**src/rtl/fir_ctrl_pkg.sv**
```systemverilog
// Shared definitions for the FIR tap sequencer: FSM encoding, width helpers
// and the parameter legality rule used by the top level.
package fir_ctrl_pkg;

  typedef enum logic [1:0] {
    ST_IDLE = 2'd0,
    ST_ACC  = 2'd1,
    ST_DUMP = 2'd2,
    ST_HALT = 2'd3
  } state_t;

  function automatic int clog2(input int value);
    int result;
    result = 0;
    for (int i = 0; i < 31; i++) begin
      if ((1 << i) < value) result = i + 1;
    end
    return result;
  endfunction

  // A single channel still needs a one-bit ch_sel port.
  function automatic int ch_width(input int nch);
    return (nch < 2) ? 1 : clog2(nch);
  endfunction

  function automatic bit params_ok(input int ntaps, input int nch, input int max_smp,
                                   input int tap_w, input int ch_w, input int smp_w);
    return (ntaps >= 2) && (nch >= 1) && ((1 << tap_w) >= ntaps) &&
           (ch_w == ch_width(nch)) && ((1 << smp_w) > max_smp);
  endfunction

endpackage

```
**src/rtl/fir_tap_counter.sv**
```systemverilog
// Modulo-N up counter with clear priority and a terminal-count flag;
// used for both the tap index and the channel index.
module fir_tap_counter #(
  parameter int N = 11,
  parameter int W = 4
) (
  input  logic         clk,
  input  logic         GlobalReset,
  input  logic         clr,
  input  logic         inc,
  output logic [W-1:0] count,
  output logic         tc
);

  localparam logic [W-1:0] LAST = W'(N - 1);

  assign tc = (count == LAST);

  // NOTE: the reset edge is in the sensitivity list so the counter clears
  // without waiting for a clock; state is updated with <= only.
  always_ff @(posedge clk or posedge GlobalReset) begin
    if (GlobalReset)  count <= '0;
    else if (clr)     count <= '0;
    else if (inc)     count <= tc ? '0 : count + W'(1);
  end

endmodule

```
**src/rtl/fir_tap_sequencer.sv**
```systemverilog
// Control FSM for a shared-MAC FIR: steps taps and channels per accepted
// sample, drives accumulator clear/enable and flags results, overrun and frame end.
module fir_tap_sequencer
  import fir_ctrl_pkg::*;
#(
  parameter int NTAPS   = 11,
  parameter int NCH     = 1,
  parameter int MAX_SMP = 20,
  parameter int TAP_W   = 4,
  parameter int CH_W    = 1,
  parameter int SMP_W   = 5
) (
  input  logic             clk,
  input  logic             GlobalReset,
  input  logic             srdyi,
  input  logic             global_srdyi,
  output logic [TAP_W-1:0] coeff_sel,
  output logic [CH_W-1:0]  ch_sel,
  output logic             sum_en,
  output logic             sum_rst,
  output logic             srdyo,
  output logic [CH_W-1:0]  ch_out,
  output logic             busy,
  output logic             overrun,
  output logic [SMP_W-1:0] sample_cnt,
  output logic             frame_done
);

  if (!params_ok(NTAPS, NCH, MAX_SMP, TAP_W, CH_W, SMP_W)) begin : g_bad_params
    $error("fir_tap_sequencer: illegal parameter combination");
  end

  localparam logic [SMP_W-1:0] MAX_CNT = SMP_W'(MAX_SMP);
  localparam logic [SMP_W-1:0] SMP_ONE = SMP_W'(1);

  state_t state;
  logic   tap_tc, ch_tc;
  logic   accept, drop, last_smp;
  logic   tap_clr, tap_inc, ch_clr, ch_inc;

  // A frame-start strobe releases HALT in the same cycle a sample arrives.
  assign accept   = srdyi && ((state == ST_IDLE) || ((state == ST_HALT) && global_srdyi));
  assign drop     = srdyi && !accept;
  assign last_smp = (MAX_SMP != 0) && (sample_cnt == MAX_CNT);

  assign tap_clr = accept || ((state == ST_DUMP) && !ch_tc);
  assign tap_inc = (state == ST_ACC) && !tap_tc;
  assign ch_clr  = accept;
  assign ch_inc  = (state == ST_DUMP) && !ch_tc;

  fir_tap_counter #(.N(NTAPS), .W(TAP_W)) u_tap_cnt (
    .clk         (clk),
    .GlobalReset (GlobalReset),
    .clr         (tap_clr),
    .inc         (tap_inc),
    .count       (coeff_sel),
    .tc          (tap_tc)
  );

  fir_tap_counter #(.N(NCH), .W(CH_W)) u_ch_cnt (
    .clk         (clk),
    .GlobalReset (GlobalReset),
    .clr         (ch_clr),
    .inc         (ch_inc),
    .count       (ch_sel),
    .tc          (ch_tc)
  );

  always_ff @(posedge clk or posedge GlobalReset) begin
    if (GlobalReset) begin
      state      <= ST_IDLE;
      sum_en     <= 1'b0;
      sum_rst    <= 1'b0;
      srdyo      <= 1'b0;
      ch_out     <= '0;
      busy       <= 1'b0;
      overrun    <= 1'b0;
      sample_cnt <= '0;
      frame_done <= 1'b0;
    end else begin
      sum_rst    <= 1'b0;
      srdyo      <= 1'b0;
      frame_done <= 1'b0;

      if (accept)            sample_cnt <= global_srdyi ? SMP_ONE :
                                           (sample_cnt == '1) ? sample_cnt : sample_cnt + SMP_ONE;
      else if (global_srdyi) sample_cnt <= '0;

      // A sample dropped in the same cycle as a frame start still counts as overrun.
      if (drop)              overrun <= 1'b1;
      else if (global_srdyi) overrun <= 1'b0;

      case (state)
        ST_IDLE, ST_HALT: begin
          if (accept) begin
            state   <= ST_ACC;
            sum_en  <= 1'b1;
            sum_rst <= 1'b1;
            busy    <= 1'b1;
          end else if ((state == ST_HALT) && global_srdyi) begin
            state <= ST_IDLE;
            busy  <= 1'b0;
          end
        end
        ST_ACC: begin
          if (tap_tc) begin
            state  <= ST_DUMP;
            sum_en <= 1'b0;
            srdyo  <= 1'b1;
            ch_out <= ch_sel;
          end
        end
        ST_DUMP: begin
          if (!ch_tc) begin
            state   <= ST_ACC;
            sum_en  <= 1'b1;
            sum_rst <= 1'b1;
          end else if (last_smp) begin
            frame_done <= 1'b1;
            state      <= global_srdyi ? ST_IDLE : ST_HALT;
            busy       <= !global_srdyi;
          end else begin
            state <= ST_IDLE;
            busy  <= 1'b0;
          end
        end
        default: state <= ST_IDLE;
      endcase
    end
  end

endmodule

```
**config.mk**
```make
export PLATFORM = sky130hd
export DESIGN_NAME = fir_tap_sequencer
export DESIGN_NICKNAME = d
export VERILOG_FILES = /design/src/rtl/fir_ctrl_pkg.sv /design/src/rtl/fir_tap_counter.sv /design/src/rtl/fir_tap_sequencer.sv
export SDC_FILE = /design/constraint.sdc
export NUM_CORES = 1
export LEC_CHECK = 0
export CAP_MARGIN = 20
export CORE_UTILIZATION = 49
export DETAILED_ROUTE_END_ITERATION = 10
export PLACE_DENSITY_LB_ADDON = 0.12
export SLEW_MARGIN = 20
export SYNTH_ARGS = -nofsm -noshare
export SYNTH_HDL_FRONTEND = slang
export SYNTH_SLANG_ARGS = --single-unit
```
**constraint.sdc**
```tcl
create_clock -name clk -period 2 [get_ports clk]
set_input_delay 0.4 -clock clk [delete_from_list [all_inputs] [get_ports clk]]
set_output_delay 0.4 -clock clk [all_outputs]
set_load 0.02 [all_outputs]
```
==> metrics.yaml, run 1 <==
post_cts_buffers: 0
cp_max_fo: 6
holdWs_ns: 0.473
ys_warn_count: 0
cts_buffers: 3
fin_total_pwr_uw: 1390
p_clk_frac: 0.135
yosysSeqAreaShare: 0.433
cp_slowest_stage_delay_ns: 0.64
gp_congestion: 0.757
hold_path.class: "in2async"
dr.first_iter.drc_count: 13
antenna_found_initial: 0
cp.required_ns: 1.60
endpoint_kind: "output pin"
cpLargestDelayFamily: "buffers and inverters"
peakVddDrop_v: 0.000705
leakagePower_uw: 0.000563
cts_htree_levels: 1
critPathKind: "reg2out"
slew_violations: 0
root_buffer: "clkbuf_4"
wl_mm: 1.85
grt_max_degree: 18
power_frac_seq: 0.359
switching_share: 0.417
cts_repair_resize_count: 0
combPwrFrac: 0.507
synth_seq_cells: 17
design.die.area_um2: 2190
seqCellArea_um2: 425
path_cells: "clkdlybuf4s50_1"
worstMarginPinSlew_ns: 0.616
rsz0062_at_grt: "no"
p_int_uw: 809
row_count: 15
cpMaxStageDelayCell: "clkdlybuf4s50_1"
core_um2: 1800
start_util: 0.546
slew_headroom: 0.589
start_kind: "register"
finalSetupViolations: 0
nets: 133
worstPathArrival_ns: 1.38
syn_area_per_cell_um2: 10.1
wl_per_cell_um: 12.8
drive_gt1_frac: 0.143
fp.dieH_um: 46.8
syn2layout_area_growth_pct: 23.2
cp_num_buf_inv: 1
power_density_nw_per_um2: 1150
drt_first_pass_iters: 4
netSwitchingPower_uw: 579
status: "finished, final reports clean"
instances_no_fill: 144
grt_pass1_wl_mm: 3.01
yosys.cell_types.count: 38
boundaryPins: 21
fmax_ghz: 0.561
cts_max_path_buffers: 2
vias: 745
postSynthCellCount: 97
viasPerCell: 5.17
diodes: 0
tns_ns: 0
multi_input_area_um2: 494
hpwlAfterDp_mm: 1.41
finalCriticalPeriod_ns: 1.78
die_w_um: 46.8
hold_buffers: 0
drv_cap: 0
cts.clk_slew.worst_paths_ns: 0.10
drc: 0
place_inst: 140
drtAntennaViolNets: 0
hold_viol_final: 0
numPortBuffers: 18
gr-total-overflow: 0
grt_usage: 0.202
clock_sinks: 17
n_fill_cell: 146
syn-cell-area_um2: 983
first_global_vias: 659
clock_skew_ns: 0.000765
cts_tree: "done"
insertion_delay_ns: 0.29
post-route-period-util: 0.892
==> metal layers <==
metal	share of wire	global-route usage	routed length [µm]	up-vias
li1	-	-	-	369
met1	0.49	0.276	912	348
met2	0.46	0.319	842	24
met3	0.036	0.0346	67	4
met4	0.015	0.0857	27	0
met5	0	0	0	-
==> final cells by class <==
type,instances,area share
Multi-Input combinational cell,69,0.408
Clock inverter,1,0.00413
Sequential cell,17,0.351
Tap cell,25,0.0258
Clock buffer,3,0.0186
Inverter,8,0.0248
Timing Repair Buffer,21,0.167
==> logic make-up (layout without fill, tap and decap cells) <==
family / count (synthesis) / count (layout) / share of synthesized area
XOR/XNOR: 4 / 4 / 0.0356
adder cells (fa/ha/maj): 9 / 9 / 0.115
flip-flops: 17 / 17 / 0.433
buffers and inverters: 12 / 33 / 0.0687
AO/OA/AOI/OAI: 20 / 20 / 0.153
other: 1 / 2 / 0.00381
AND/OR/NAND/NOR: 33 / 33 / 0.181
multiplexers: 1 / 1 / 0.0114
==> flip-flops by register name (all words and copies together) (netlist names) <==
| register | cells |
|---|---|
| sample_cnt | 5 |
| u_tap_cnt.count | 4 |
| state | 2 |
| busy | 1 |
| frame_done | 1 |
| overrun | 1 |
| srdyo | 1 |
| sum_en | 1 |
| sum_rst | 1 |
==> synthesized netlist by cell type <==
cell / number / area share
nand3b_1: 1 / 0.0076
nand2b_1: 2 / 0.013
nand2_1: 9 / 0.034
and3_1: 1 / 0.0064
a21o_1: 1 / 0.0076
a211oi_1: 1 / 0.0076
o21ai_0: 3 / 0.015
nand4_2: 1 / 0.013
conb_1: 1 / 0.0038
nand2_2: 1 / 0.0064
nor3b_2: 1 / 0.013
xnor2_1: 3 / 0.027
mux2_1: 1 / 0.011
nor2_1: 10 / 0.038
a221o_1: 1 / 0.010
a31oi_1: 1 / 0.0064
nand4_1: 1 / 0.0064
nor2_2: 1 / 0.0064
a21oi_1: 5 / 0.025
nor3_2: 1 / 0.010
o31ai_1: 1 / 0.0076
ha_1: 9 / 0.11
dfrtp_1: 17 / 0.43
or3_1: 1 / 0.0064
buf_4: 2 / 0.015
o22ai_1: 1 / 0.0064
o21bai_2: 1 / 0.011
or2_1: 1 / 0.0064
nand3_1: 1 / 0.0051
and2_4: 1 / 0.0089
o21ai_1: 1 / 0.0051
inv_1: 8 / 0.031
xor2_1: 1 / 0.0089
a32o_2: 1 / 0.011
buf_6: 2 / 0.023
o2bb2ai_1: 1 / 0.0089
a22oi_2: 1 / 0.013
a21oi_4: 1 / 0.017
==> stage by stage <==
step,worst slack (ns),util,instance area (µm²)
final,0.217,0.672,1210
after global routing,0.108,0.672,1210
after CTS,0.189,0.672,1210
after detailed placement,0.212,0.657,1180
after global placement,0.203,0.657,1180
after floorplan,0.302,-,987
==> path summary, 6_finish.rpt <==
| kind | slack (ns) | depth (start not counted) | from | to |
|---|---|---|---|---|
| max | 0.22 | 1 | sample_cnt[3] | sample_cnt[3] |
| min | 0.47 | 2 | GlobalReset | sample_cnt[3] |
| min in group clk | 0.50 | 1 | sum_en | sum_en |
| max reg2reg | 0.27 | 7 | sample_cnt[0] | sample_cnt[3] |
| min reg2reg | 0.50 | 1 | sum_en | sum_en |
| max in group asynchronous | 1.13 | 2 | GlobalReset | u_tap_cnt.count[0] |
==> power by group through the flow <==
stage	clock, µW	sequential [µW]	combinational [µW]
after floorplan	0	574	387
final	187	498	703
after CTS	198	499	696
after detailed placement	0	505	694
after global placement	0	500	673
after global routing	211	510	767
==> placed cells by master (no fill, tap or decap), drive strengths merged, types with 2 or more instances in the layout <==
| cell type | count |
|---|---|
| a21oi | 6 |
| buf | 3 |
| clkbuf | 3 |
| clkdlybuf4s50 | 18 |
| conb | 2 |
| dfrtp | 17 |
| ha | 9 |
| inv | 8 |
| nand2 | 10 |
| nand2b | 2 |
| nand4 | 2 |
| nor2 | 11 |
| o21ai | 4 |
| xnor2 | 3 |
Power figures use the tool's default switching activity.
==> inputs of run 2 (changes only) <==
- CTS_CLUSTER_SIZE: unset -> 16
- SETUP_SLACK_MARGIN: unset -> 0.5
- SKIP_LAST_GASP: unset -> 1
==> metrics.yaml, run 2 (synthesized netlist as in run 1, its figures left out) <==
start_kind: "register"
status: "finished, final reports clean"
viasPerCell: 5.31
syn2layout_area_growth_pct: 37.4
postLayoutCoreUtil: 0.750
cts_tree: "done"
path_cells: "ha_4, and3_4, ha_4, nand2b_4, nor3b_2, xnor2_1, nor2_1"
numPortBuffers: 18
vias: 813
top_regs: "sample_cnt x5, u_tap_cnt.count x4, state x2"
drive_gt1_frac: 0.391
critPathKind: "reg2reg"
finalCriticalPeriod_ns: 1.58
rsz0062_at_grt: "yes"
clock_sinks: 17
power_density_nw_per_um2: 1140
cp_max_fo: 5
switching_share: 0.420
largest_register_ffs: 5
boundaryPins: 21
wl_mm: 2.24
drc: 0
design.die.area_um2: 2190
cp.required_ns: 2.17
fp.dieH_um: 46.8
post-route-period-util: 0.788
dr.first_iter.drc_count: 13
drv_cap: 0
clock_skew_ns: 0.00495
netSwitchingPower_uw: 645
cpMaxStageDelayCell: "dfrtp_2"
row_count: 15
p_int_uw: 892
cp_slowest_stage_delay_ns: 0.44
n_fill_cell: 141
start_util: 0.546
nets: 142
layout_common_cells: "13 x dfrtp_1, 11 x buf_4, 10 x nor2_1"
leakagePower_uw: 0.000626
layout_commonest_cell: "dfrtp_1"
hold_viol_final: 0
wl_per_cell_um: 14.6
gp_congestion: 0.840
antenna_found_initial: 0
peakVddDrop_v: 0.000770
gr-total-overflow: 0
diodes: 0
grt_max_degree: 12
fmax_ghz: 0.634
top_register: "sample_cnt"
hold_buffers: 0
cts.clk_slew.worst_paths_ns: 0.09
drt_first_pass_iters: 4
hold_path.class: "in2async"
power_frac_seq: 0.329
first_global_vias: 806
finalSetupViolations: 0
p_clk_frac: 0.115
grt_usage: 0.239
root_buffer: "clkbuf_4"
slew_violations: 0
tns_ns: 0
cts_max_path_buffers: 2
combPwrFrac: 0.556
die_w_um: 46.8
grt_pass1_wl_mm: 3.64
insertion_delay_ns: 0.28
endpoint_kind: "register"
path_common_cell: "ha_4"
core_um2: 1800
cts_htree_levels: 1
hpwlAfterDp_mm: 1.49
cts_buffers: 3
drtAntennaViolNets: 0
worstPathArrival_ns: 1.75
==> run 2: worst paths after layout <==
| kind | start | end | slack (ns) | depth (start not counted) |
|---|---|---|---|---|
| max | sample_cnt[1] | sample_cnt[2] | 0.42 | 7 |
| min | GlobalReset | overrun | 0.39 | 2 |
| max reg2reg | sample_cnt[1] | sample_cnt[2] | 0.42 | 7 |
| min reg2reg | sum_en | sum_en | 0.53 | 1 |
| max in group asynchronous | GlobalReset | state[1] | 1.15 | 3 |
| min in group clk | sum_en | sum_en | 0.53 | 1 |
==> run 2: final cells by class <==
| type | count | area (µm²) | share of cell area |
|---|---|---|---|
| timing repair buffer | 30 | 239 | 0.177 |
| sequential | 17 | 430 | 0.319 |
| inverter | 8 | 30.0 | 0.0222 |
| clock buffer | 4 | 26.3 | 0.0194 |
| tap | 25 | 31.3 | 0.0231 |
| multi-input combinational | 69 | 594 | 0.440 |
==> run 2: metrics by stage <==
stage / power (µW) / setup slack [ns] / hold slack (ns) / std cells / cell area (µm²)
CTS: 1500 / 0.416 / 0.391 / 152 / 1360
finish: 1540 / 0.424 / 0.387 / 153 / 1350
floorplan: 1010 / 0.404 / 0.326 / 98 / 1030
global route: 1640 / 0.380 / 0.440 / 153 / 1350
global placement: 1230 / 0.278 / 0.473 / 140 / 1230
detailed placement: 1240 / 0.250 / 0.489 / 140 / 1230
==> run 2: timing repair <==
action | 4_1_cts | 5_1_grt
endpoints found under the setup margin | 23 | 16
endpoints found under the hold margin | 0 | 0
buffers inserted | 8 | 1
gates resized for setup | 29 | 12
pin swaps | 8 | 3
==> run 2: layer usage <==
layer | global-route usage | wire length (µm) | up-vias
li1 | - | - | 391
met1 | 0.288 | 969 | 400
met2 | 0.425 | 1190 | 20
met3 | 0.0615 | 65 | 2
met4 | 0.0571 | 14 | 0
met5 | 0 | 0 | -
==> run 2: worst max-delay path, delay by kind of cell (launching register included) <==
family	cells	cell delay, ns
fa+ha+maj	2	0.31
xor+xnor	1	0.13
flops	1	0.44
simple gates	4	0.58
==> run 2: power by group through the flow <==
stage,logic (µW),registers (µW),clock network [µW]
finish,855,505,177
global route,927,517,193
CTS,817,502,181
detailed placement,731,510,0
global placement,718,508,0
floorplan,431,582,0
